===== src/rtl/y86_stage_sequencer_pkg.sv =====
// Shared Y86-64 definitions: instruction codes, status codes, sequencer states
// and per-stage enable encodings.
package y86_stage_sequencer_pkg;

  localparam logic [3:0] IHALT   = 4'h0;
  localparam logic [3:0] INOP    = 4'h1;
  localparam logic [3:0] IRRMOVQ = 4'h2;
  localparam logic [3:0] IIRMOVQ = 4'h3;
  localparam logic [3:0] IRMMOVQ = 4'h4;
  localparam logic [3:0] IMRMOVQ = 4'h5;
  localparam logic [3:0] IOPQ    = 4'h6;
  localparam logic [3:0] IJXX    = 4'h7;
  localparam logic [3:0] ICALL   = 4'h8;
  localparam logic [3:0] IRET    = 4'h9;
  localparam logic [3:0] IPUSHQ  = 4'hA;
  localparam logic [3:0] IPOPQ   = 4'hB;

  localparam logic [2:0] SAOK = 3'd1;
  localparam logic [2:0] SHLT = 3'd2;
  localparam logic [2:0] SADR = 3'd3;
  localparam logic [2:0] SINS = 3'd4;

  localparam logic [4:0] EN_F = 5'b00001;
  localparam logic [4:0] EN_D = 5'b00010;
  localparam logic [4:0] EN_E = 5'b00100;
  localparam logic [4:0] EN_M = 5'b01000;
  localparam logic [4:0] EN_W = 5'b10000;

  typedef enum logic [3:0] {
    S_IDLE,
    S_FETCH,
    S_DECODE,
    S_EXECUTE,
    S_MEMORY,
    S_WRITEBACK,
    S_PCUPD,
    S_HALT,
    S_FAULT
  } state_t;

  function automatic logic uses_mem(input logic [3:0] icode);
    return icode inside {IRMMOVQ, IMRMOVQ, ICALL, IRET, IPUSHQ, IPOPQ};
  endfunction

endpackage


===== src/rtl/y86_stage_sequencer_if.sv =====
// Handshake and status bundle between the stage sequencer (master) and the
// fetch/execute datapath plus memories (slave).
interface y86_stage_sequencer_if #(
  parameter int CNT_W = 32
);
  logic             start_i;
  logic [3:0]       icode_i;
  logic             instr_valid_i;
  logic             imem_ack_i;
  logic             imem_error_i;
  logic             dmem_ack_i;
  logic             dmem_error_i;
  logic             cnd_i;
  logic [63:0]      valC_i;
  logic [63:0]      valM_i;
  logic [63:0]      valP_i;
  logic [63:0]      PC_o;
  logic             imem_req_o;
  logic             dmem_req_o;
  logic [4:0]       stage_en_o;
  logic [2:0]       stat_o;
  logic             busy_o;
  logic [CNT_W-1:0] cycle_cnt_o;
  logic [CNT_W-1:0] retired_o;

  modport master (
    input  start_i, icode_i, instr_valid_i, imem_ack_i, imem_error_i,
           dmem_ack_i, dmem_error_i, cnd_i, valC_i, valM_i, valP_i,
    output PC_o, imem_req_o, dmem_req_o, stage_en_o, stat_o, busy_o,
           cycle_cnt_o, retired_o
  );

  modport slave (
    output start_i, icode_i, instr_valid_i, imem_ack_i, imem_error_i,
           dmem_ack_i, dmem_error_i, cnd_i, valC_i, valM_i, valP_i,
    input  PC_o, imem_req_o, dmem_req_o, stage_en_o, stat_o, busy_o,
           cycle_cnt_o, retired_o
  );
endinterface


===== src/rtl/y86_pc_select.sv =====
// Combinational next-PC mux used in the PC-update state.
module y86_pc_select
  import y86_stage_sequencer_pkg::*;
(
  input  logic [3:0]  icode,
  input  logic        cnd,
  input  logic [63:0] valC,
  input  logic [63:0] valM,
  input  logic [63:0] valP,
  output logic [63:0] new_pc
);

  always_comb begin
    new_pc = valP;
    if (icode == ICALL)
      new_pc = valC;
    else if (icode == IJXX && cnd)
      new_pc = valC;
    else if (icode == IRET)
      new_pc = valM;
  end

endmodule


===== src/rtl/y86_stage_sequencer.sv =====
// Multi-cycle Y86-64 controller: owns the PC, steps F/D/E/M/W/PC-update,
// handshakes with both memories and reports status and counters.
module y86_stage_sequencer
  import y86_stage_sequencer_pkg::*;
#(
  parameter logic [63:0] RESET_PC    = 64'h0,
  parameter int          CNT_W       = 32,
  parameter int          MEM_TIMEOUT = 255
) (
  input  logic                    clk,
  input  logic                    rst,
  y86_stage_sequencer_if.master   bus
);

  localparam logic [31:0] WAIT_LIMIT = 32'(MEM_TIMEOUT - 1);

  state_t           state, state_n;
  logic [63:0]      pc;
  logic [63:0]      new_pc;
  logic [2:0]       stat, stat_n;
  logic [3:0]       icode_q;
  logic [CNT_W-1:0] cycle_cnt, retired;
  logic [31:0]      wait_cnt;
  logic             wait_inc;
  logic             wait_hit;
  logic             imem_req, dmem_req, busy;
  logic [4:0]       stage_en;

  y86_pc_select u_pc_select (
    .icode  (icode_q),
    .cnd    (bus.cnd_i),
    .valC   (bus.valC_i),
    .valM   (bus.valM_i),
    .valP   (bus.valP_i),
    .new_pc (new_pc)
  );

  always_comb begin
    state_n  = state;
    stat_n   = stat;
    wait_inc = 1'b0;
    imem_req = 1'b0;
    dmem_req = 1'b0;
    stage_en = '0;
    busy     = 1'b1;
    wait_hit = (wait_cnt == WAIT_LIMIT);
    unique case (state)
      S_IDLE: begin
        busy = 1'b0;
        if (bus.start_i) state_n = S_FETCH;
      end
      S_FETCH: begin
        imem_req = 1'b1;
        stage_en = EN_F;
        // Error beats ack; decode checks use the live icode, later states the latched copy.
        if (bus.imem_ack_i) begin
          if (bus.imem_error_i) begin
            state_n = S_FAULT;
            stat_n  = SADR;
          end else if (!bus.instr_valid_i || bus.icode_i > IPOPQ) begin
            state_n = S_FAULT;
            stat_n  = SINS;
          end else if (bus.icode_i == IHALT) begin
            state_n = S_HALT;
            stat_n  = SHLT;
          end else begin
            state_n = S_DECODE;
          end
        end else if (wait_hit) begin
          state_n = S_FAULT;
          stat_n  = SADR;
        end else begin
          wait_inc = 1'b1;
        end
      end
      S_DECODE: begin
        stage_en = EN_D;
        state_n  = S_EXECUTE;
      end
      S_EXECUTE: begin
        stage_en = EN_E;
        state_n  = uses_mem(icode_q) ? S_MEMORY : S_WRITEBACK;
      end
      S_MEMORY: begin
        dmem_req = 1'b1;
        stage_en = EN_M;
        if (bus.dmem_ack_i) begin
          if (bus.dmem_error_i) begin
            state_n = S_FAULT;
            stat_n  = SADR;
          end else begin
            state_n = S_WRITEBACK;
          end
        end else if (wait_hit) begin
          state_n = S_FAULT;
          stat_n  = SADR;
        end else begin
          wait_inc = 1'b1;
        end
      end
      S_WRITEBACK: begin
        stage_en = EN_W;
        state_n  = S_PCUPD;
      end
      S_PCUPD: begin
        state_n = S_FETCH;
      end
      S_HALT, S_FAULT: begin
        busy = 1'b0;
      end
      default: begin
        busy    = 1'b0;
        state_n = S_IDLE;
      end
    endcase
  end

  always_ff @(posedge clk) begin
    if (rst) begin
      state     <= S_IDLE;
      pc        <= RESET_PC;
      stat      <= SAOK;
      icode_q   <= '0;
      cycle_cnt <= '0;
      retired   <= '0;
      wait_cnt  <= '0;
    end else begin
      state    <= state_n;
      stat     <= stat_n;
      wait_cnt <= wait_inc ? wait_cnt + 32'd1 : '0;
      if (busy) cycle_cnt <= cycle_cnt + 1'b1;
      if (state == S_FETCH && bus.imem_ack_i) icode_q <= bus.icode_i;
      if (state == S_PCUPD) begin
        pc      <= new_pc;
        retired <= retired + 1'b1;
      end
    end
  end

  assign bus.PC_o        = pc;
  assign bus.imem_req_o  = imem_req;
  assign bus.dmem_req_o  = dmem_req;
  assign bus.stage_en_o  = stage_en;
  assign bus.stat_o      = stat;
  assign bus.busy_o      = busy;
  assign bus.cycle_cnt_o = cycle_cnt;
  assign bus.retired_o   = retired;

endmodule


===== src/flat_wrapper.sv =====
// flat-port wrapper written by rule: the top's interface ports become plain ports
module y86_stage_sequencer_flat import y86_stage_sequencer_pkg::*;
#(
  parameter logic [63:0] RESET_PC    = 64'h0,
  parameter int          CNT_W       = 32,
  parameter int          MEM_TIMEOUT = 255
)
  (clk, rst, bus_start_i, bus_icode_i, bus_instr_valid_i, bus_imem_ack_i, bus_imem_error_i, bus_dmem_ack_i, bus_dmem_error_i, bus_cnd_i, bus_valC_i, bus_valM_i, bus_valP_i, bus_PC_o, bus_imem_req_o, bus_dmem_req_o, bus_stage_en_o, bus_stat_o, bus_busy_o, bus_cycle_cnt_o, bus_retired_o);
  y86_stage_sequencer_if #(.CNT_W(CNT_W)) bus_i ();
  input  logic clk;
  input  logic rst;
  input wire logic [$bits(bus_i.start_i)-1:0] bus_start_i;
  input wire logic [$bits(bus_i.icode_i)-1:0] bus_icode_i;
  input wire logic [$bits(bus_i.instr_valid_i)-1:0] bus_instr_valid_i;
  input wire logic [$bits(bus_i.imem_ack_i)-1:0] bus_imem_ack_i;
  input wire logic [$bits(bus_i.imem_error_i)-1:0] bus_imem_error_i;
  input wire logic [$bits(bus_i.dmem_ack_i)-1:0] bus_dmem_ack_i;
  input wire logic [$bits(bus_i.dmem_error_i)-1:0] bus_dmem_error_i;
  input wire logic [$bits(bus_i.cnd_i)-1:0] bus_cnd_i;
  input wire logic [$bits(bus_i.valC_i)-1:0] bus_valC_i;
  input wire logic [$bits(bus_i.valM_i)-1:0] bus_valM_i;
  input wire logic [$bits(bus_i.valP_i)-1:0] bus_valP_i;
  output wire logic [$bits(bus_i.PC_o)-1:0] bus_PC_o;
  output wire logic [$bits(bus_i.imem_req_o)-1:0] bus_imem_req_o;
  output wire logic [$bits(bus_i.dmem_req_o)-1:0] bus_dmem_req_o;
  output wire logic [$bits(bus_i.stage_en_o)-1:0] bus_stage_en_o;
  output wire logic [$bits(bus_i.stat_o)-1:0] bus_stat_o;
  output wire logic [$bits(bus_i.busy_o)-1:0] bus_busy_o;
  output wire logic [$bits(bus_i.cycle_cnt_o)-1:0] bus_cycle_cnt_o;
  output wire logic [$bits(bus_i.retired_o)-1:0] bus_retired_o;
  assign bus_i.start_i = bus_start_i;
  assign bus_i.icode_i = bus_icode_i;
  assign bus_i.instr_valid_i = bus_instr_valid_i;
  assign bus_i.imem_ack_i = bus_imem_ack_i;
  assign bus_i.imem_error_i = bus_imem_error_i;
  assign bus_i.dmem_ack_i = bus_dmem_ack_i;
  assign bus_i.dmem_error_i = bus_dmem_error_i;
  assign bus_i.cnd_i = bus_cnd_i;
  assign bus_i.valC_i = bus_valC_i;
  assign bus_i.valM_i = bus_valM_i;
  assign bus_i.valP_i = bus_valP_i;
  assign bus_PC_o = bus_i.PC_o;
  assign bus_imem_req_o = bus_i.imem_req_o;
  assign bus_dmem_req_o = bus_i.dmem_req_o;
  assign bus_stage_en_o = bus_i.stage_en_o;
  assign bus_stat_o = bus_i.stat_o;
  assign bus_busy_o = bus_i.busy_o;
  assign bus_cycle_cnt_o = bus_i.cycle_cnt_o;
  assign bus_retired_o = bus_i.retired_o;
  y86_stage_sequencer #(.RESET_PC(RESET_PC), .CNT_W(CNT_W), .MEM_TIMEOUT(MEM_TIMEOUT)) u_core (.clk(clk), .rst(rst), .bus(bus_i));
endmodule

===== config.mk =====
export PLATFORM = sky130hd
export DESIGN_NAME = y86_stage_sequencer_flat
export DESIGN_NICKNAME = d
export VERILOG_FILES = /design/src/rtl/y86_stage_sequencer_pkg.sv /design/src/rtl/y86_stage_sequencer_if.sv /design/src/rtl/y86_pc_select.sv /design/src/rtl/y86_stage_sequencer.sv /design/src/flat_wrapper.sv
export SDC_FILE = /design/constraint.sdc
export NUM_CORES = 1
export LEC_CHECK = 0
export ABC_AREA = 1
export ABC_CLOCK_PERIOD_IN_PS = 2350
export CAP_MARGIN = 20
export CELL_PAD_IN_SITES_DETAIL_PLACEMENT = 2
export CELL_PAD_IN_SITES_GLOBAL_PLACEMENT = 2
export CORE_UTILIZATION = 25
export DETAILED_ROUTE_END_ITERATION = 8
export MAX_ROUTING_LAYER = met4
export PLACE_DENSITY_LB_ADDON = 0.1
export SKIP_LAST_GASP = 1
export SYNTH_ARGS = -nofsm -noshare
export SYNTH_HDL_FRONTEND = slang
export SYNTH_SLANG_ARGS = --single-unit

===== constraint.sdc =====
create_clock -name clk -period 2.35 [get_ports clk]
set_input_delay 0.235 -clock clk [delete_from_list [all_inputs] [get_ports clk]]
set_output_delay 0.235 -clock clk [all_outputs]
set_load 0.01 [all_outputs]

==> impl_metrics.py, run 1 <==
metrics = {
    "run_status": {
        "status": "finished, final reports clean",
    },
    "timing": {
        "fin_crit_sh": 0.959,
        "fin_tns_setup_ns": 0,
        "tightest_slew_ns": 0.589,
        "setup_viol": 0,
        "slew_headroom": 0.604,
        "setup_ws_ns": 0.0956,
        "timing.final.max_slew_violations": 0,
        "hold_viol_final": 0,
        "final.min_clock_period_ns": 2.25,
        "rsz0062_at_grt": "yes",
        "clock.fmax_ghz": 0.444,
        "fin_worst_skew_ns": 0.0124,
        "finalHoldWorstSlack_ns": 0.323,
    },
    "global_route": {
        "antenna_found_initial": 4,
        "grt_overflow_total": 0,
        "grt_usage": 0.240,
        "grt_use_met1": 0.266,
        "gr-max-usage-layer": "met2",
        "grt_first_pass_wirelength_mm": 68.9,
        "gr-usage-met2": 0.413,
        "grt_util_met3": 0.0695,
        "grt_pass1_vias": 12141,
        "grt_max_degree": 100,
    },
    "clock_tree": {
        "cts_buffers": 17,
        "cts.sinks": 171,
        "worstSkewPairLatency_ns": 0.46,
        "clk_pin_slew_ns": 0.07,
        "cts_hold_buffers": 0,
        "cts_htree_levels": 4,
        "cts_root_buffer": "clkbuf_16",
        "cts_tree": "built",
        "clockBufferDepth": 2,
    },
    "setup_path": {
        "worst_setup_path_end_kind": "primary output",
        "critical_path.top_delay_family": "buffers and inverters",
        "cp_max_fo": 6,
        "rr_startpoint": "u_core.bus.retired_o[1]$_SDFFE_PP0P_",
        "crit_required_ns": 2.12,
        "critPathMaxStageDelay_ns": 0.54,
        "cp_slowest_cell": "clkdlybuf4s50_1",
        "arrival_ns": 2.02,
        "crit_type": "reg -> out",
        "startpoint": "u_core.state[3]$_SDFFE_PP0P_",
        "path_buf_inv": 3,
        "startpoint_type": "register",
        "crit_chain": "inv_2 > nand2_1 > nor3_1 > buf_4 > clkdlybuf4s50_1",
    },
    "floorplan": {
        "die_h_um": 196,
        "fp.coreArea_um2": 36900,
        "die_x_um": 196,
        "initial_utilization": 0.256,
        "pin_count": 344,
        "dieArea_um2": 38500,
        "rows": 70,
    },
    "yosys": {
        "ys.flop_type": "dfxtp_1",
        "synth_cell_types": 45,
        "syn_nets": 1650,
        "async_flop_share": 0,
        "synth_area_per_cell_um2": 6.55,
        "seq_area_frac_synth": 0.363,
        "synth_edf_count": 0,
        "ys_ff_latch": 171,
        "synth_area_um2": 9440,
        "ys_warn_count": 0,
        "postSynthCellCount": 1441,
    },
    "pwr": {
        "vdd_drop_max_mv": 0.473,
        "leakagePower_nw": 5.31,
        "p_per_area_nw_per_um2": 553,
    },
    "route": {
        "avgViaCountPerCell": 4.88,
        "drt-total-wl_mm": 44.6,
        "routedWlPerCell_um": 19.6,
        "route.detailed.drc": 0,
        "first_pass_iters": 4,
        "final_antenna_net_count": 0,
        "first_iter_violations": 261,
        "vias": 11137,
    },
    "placement": {
        "dp_slack_ns": 0.291,
        "gp_congestion": 0.845,
        "hpwl_mm": 34.0,
        "port_buffers": 343,
    },
    "min_path": {
        "hp-class": "in -> reg",
        "hold_start": "rst",
    },
    "cells_and_area": {
        "mostFrequentLayoutCell": "clkdlybuf4s50_1",
        "final_nets": 1970,
        "area_delta_synth_final_pct": 50.5,
        "utilization": 0.385,
        "drive_gt1_frac": 0.0609,
        "final_cell_mix": "clkdlybuf4s50_1 (342), a21oi_1 (269), nand2_1 (245)",
    },
    "run": {
        "maxCapViolations": 0,
    },
}
[flip-flops by register name, indices dropped and copies added, names as in the netlist]
register and flops:
u_core.bus.PC_o 64, u_core.bus.cycle_cnt_o 32, u_core.bus.retired_o 32, u_core.wait_cnt 32
u_core.icode_q 4, u_core.state 4, u_core.bus.stat_o 3
[repair_timing]
| item | in CTS | in global routing |
|---|---|---|
| gates resized for setup | 2 | 5 |
| setup buffers | 0 | 3 |
| pin swaps | 0 | 1 |
| endpoints found under the setup margin | 4 | 5 |
[metrics by stage]
step	total power [W]	cell area (µm²)	std cells
after floorplan	0.00377	9440	1441
after global placement	0.00454	13500	2243
after detailed placement	0.00458	13500	2243
after CTS	0.00794	14200	2274
after global routing	0.00821	14200	2281
final	0.00785	14200	2281
[worst register-to-register path: stages (launching register included)]
cell     delay [ns]
dfxtp_1        0.40
ha_1           0.23
inv_1          0.10
nor3_2         0.34
nand3_1        0.19
nor2_2         0.19
nand2_1        0.13
inv_2          0.06
nand2_1        0.06
o21ai_1        0.13
nor2_1         0.05
[area by class of cell]
class	count	area, µm²
Fill cell	4403	22700
Multi-Input combinational cell	1017	5110
Timing Repair Buffer	364	3660
Sequential cell	171	3420
Inverter	190	714
Tap cell	504	631
Clock buffer	21	460
Clock inverter	10	190
Antenna cell	4	10.0
[synthesized netlist by cell type (5+ instances only)]
library cell / count / share of area
a21oi_1: 269 / 0.14
a31oi_1: 5 / 0.0033
buf_1: 5 / 0.0020
buf_2: 14 / 0.0074
clkbuf_1: 44 / 0.017
dfxtp_1: 171 / 0.36
inv_1: 183 / 0.073
inv_2: 6 / 0.0024
nand2_1: 247 / 0.098
nand3_1: 43 / 0.023
nand4_1: 26 / 0.017
nor2_1: 120 / 0.048
nor2_2: 9 / 0.0060
nor2_4: 5 / 0.0060
nor3_1: 43 / 0.023
nor3_2: 5 / 0.0053
o21ai_0: 161 / 0.085
or2_2: 7 / 0.0046
xnor2_1: 13 / 0.012
xor2_1: 11 / 0.010
[power breakdown]
| group | leakage [nW] | switching, W | internal [W] |
|---|---|---|---|
| sequential | 1.38 | 0.0000715 | 0.00296 |
| combinational | 3.61 | 0.000812 | 0.000702 |
| clock | 0.317 | 0.00137 | 0.00195 |
[kinds of logic after synthesis]
family / synth area share
DFF: 0.363
AOI/OAI and AO/OA: 0.244
and+or+nand+nor: 0.263
xor gates and xnor gates: 0.0223
buffers and inverters: 0.102
adders and majority gates: 0.00530
[per-layer routing]
layer,up-vias,part of all wire
met1,5451,0.42
li1,5408,-
met4,0,0.019
met2,239,0.50
met3,39,0.063
met5,-,0
[path summary, 6_finish.rpt]
kind | endpoint | slack (ns) | cells after the start
worst max register to register | u_core.bus.retired_o[28]$_SDFFE_PP0P_ | 0.38 | 10
worst min register to register | u_core.wait_cnt[31]$_SDFF_PP0_ | 0.48 | 2
worst min-delay path | u_core.bus.stat_o[0]$_SDFFE_PP1P_ | 0.32 | 3
worst max-delay path | bus_stage_en_o[4] | 0.1 | 5
No activity file was read; power rests on OpenSTA's default activity.
==> run 2: changes to the inputs <==
Settings changed: PLACE_DENSITY from default to 0.82, PLACE_DENSITY_LB_ADDON 0.1 to default.
==> impl_metrics.py, run 2 (same netlist as run 1, synthesis figures left out) <==
metrics = {
    "clock_tree": {
        "worstSkewPairLatency_ns": 0.45,
        "clk_pin_slew_ns": 0.08,
        "cts_root_buffer": "clkbuf_16",
        "cts_tree": "built",
        "cts_buffers": 17,
        "clockBufferDepth": 2,
        "cts.sinks": 171,
        "cts_htree_levels": 4,
    },
    "placement": {
        "port_buffers": 343,
        "gp_congestion": 0.870,
        "dp_slack_ns": 0.263,
        "hpwl_mm": 34.1,
    },
    "floorplan": {
        "rows": 70,
        "dieArea_um2": 38500,
        "die_h_um": 196,
        "die_x_um": 196,
        "fp.coreArea_um2": 36900,
        "pin_count": 344,
        "initial_utilization": 0.256,
    },
    "setup_path": {
        "worst_setup_path_end_kind": "primary output",
        "critPathMaxStageDelay_ns": 0.55,
        "rr_startpoint": "u_core.bus.cycle_cnt_o[8]$_SDFFE_PP0P_",
        "crit_chain": "nor2_2 > nand3_2 > inv_2 > clkdlybuf4s50_1",
        "cp_slowest_cell": "clkdlybuf4s50_1",
        "arrival_ns": 2.04,
        "crit_required_ns": 2.12,
        "crit_type": "reg -> out",
        "r2r_cells": 6,
        "startpoint": "u_core.state[3]$_SDFFE_PP0P_",
        "cp_max_fo": 6,
        "startpoint_type": "register",
    },
    "global_route": {
        "grt_overflow_total": 0,
        "grt_first_pass_wirelength_mm": 68.9,
        "grt_usage": 0.237,
        "antenna_found_initial": 3,
        "grt_max_degree": 109,
        "grt_pass1_vias": 12425,
    },
    "route": {
        "avgViaCountPerCell": 4.93,
        "first_iter_violations": 386,
        "route.detailed.drc": 0,
        "met2_wirelength_mm": 22.1,
        "first_pass_iters": 4,
        "routedWlPerCell_um": 19.3,
        "top_layer": "met4",
        "met3_length_mm": 2.35,
        "drt-met1-wl_mm": 18.6,
        "drt-total-wl_mm": 44.3,
        "final_antenna_net_count": 0,
        "vias": 11292,
    },
    "pwr": {
        "p_per_area_nw_per_um2": 533,
        "vdd_drop_max_mv": 0.511,
        "leakagePower_nw": 5.32,
    },
    "cells_and_area": {
        "final_cell_mix": "clkdlybuf4s50_1 (343), a21oi_1 (269), nand2_1 (246)",
        "multi_input_area_um2": 5110,
        "mostFrequentLayoutCell": "clkdlybuf4s50_1",
        "seq_area_um2": 3430,
        "nFillCells": 4361,
        "final_nets": 1980,
        "largest_register_ffs": 64,
        "utilization": 0.385,
        "area_delta_synth_final_pct": 50.5,
        "drive_gt1_frac": 0.0678,
    },
    "timing": {
        "timing.final.max_slew_violations": 0,
        "slew_headroom": 0.635,
        "rsz0062_at_grt": "yes",
        "hold_viol_final": 0,
        "setup_viol": 0,
        "final.min_clock_period_ns": 2.28,
        "clock.fmax_ghz": 0.439,
        "fin_worst_skew_ns": 0.0194,
        "finalHoldWorstSlack_ns": 0.436,
        "fin_crit_sh": 0.970,
        "setup_ws_ns": 0.0713,
        "tightest_slew_ns": 0.548,
    },
    "min_path": {
        "min_path_cells": 3,
        "hold_start": "bus_valC_i[37]",
        "hp-class": "in -> reg",
    },
    "run": {
        "maxCapViolations": 0,
    },
    "run_status": {
        "status": "finished, final reports clean",
    },
}
==> run 2: cell count changes in the layout (fill, tap and decap cells not counted), sizes merged <==
cell / previous run / this run
bufinv: 5 / 2
clkinvlp: 0 / 4
clkinv: 7 / 3
buf: 21 / 31
diode: 4 / 3
inv: 188 / 195
clkdlybuf4s50: 342 / 343
clkbuf: 22 / 18
==> run 2: per-stage QoR <==
| stage | cell area (µm²) | instances | power, W | TNS [ns] |
|---|---|---|---|---|
| 2_1_floorplan | 9440 | 1441 | 0.00377 | 0 |
| 3_3_place_gp | 13600 | 2254 | 0.00454 | 0 |
| 3_5_place_dp | 13600 | 2254 | 0.00460 | 0 |
| 4_1_cts | 14200 | 2288 | 0.00767 | -0.00877 |
| 5_1_grt | 14200 | 2291 | 0.00790 | -0.0306 |
| 6_report | 14200 | 2291 | 0.00758 | 0 |
==> run 2: area by class of cell <==
type                       count  area share
timing repair buffer         374       0.262
clock inverter                14      0.0110
multi-input combinational   1017       0.360
tap                          504      0.0444
antenna                        3    0.000528
sequential                   171       0.241
clock buffer                  18      0.0309
inverter                     190      0.0502
==> run 2: repair_timing <==
item | in CTS | in global routing
gates resized for setup | 5 | 2
hold buffers | 0 | 0
pin swaps | 1 | 0
setup buffers | 2 | 0
endpoints found under the setup margin | 4 | 2
==> run 2: report_power, final <==
group | total (W) | internal, W | switching (W)
registers | 0.00303 | 0.00296 | 0.0000718
logic | 0.00154 | 0.000692 | 0.000850
clock network | 0.00301 | 0.00162 | 0.00139
==> run 2: worst paths after layout <==
| path | slack, ns | endpoint |
|---|---|---|
| min reg2reg | 0.46 | u_core.wait_cnt[31]$_SDFF_PP0_ |
| min | 0.44 | u_core.bus.PC_o[37]$_SDFFE_PP0P_ |
| max reg2reg | 0.28 | u_core.bus.cycle_cnt_o[21]$_SDFFE_PP0P_ |
| max | 0.07 | bus_imem_req_o |
==> run 2: worst max-delay path: cells and delay by family, from the launching register on <==
family,cells,cell delay (ns)
and+or+nand+nor,2,0.44
DFF,1,0.43
buffers and inverters,2,0.72
==> run 2: routing by layer <==
layer / track usage / vias to the layer above
met5: - / -
met4: 0.0816 / 0
met3: 0.0549 / 53
met2: 0.412 / 293
met1: 0.264 / 5519
li1: - / 5427
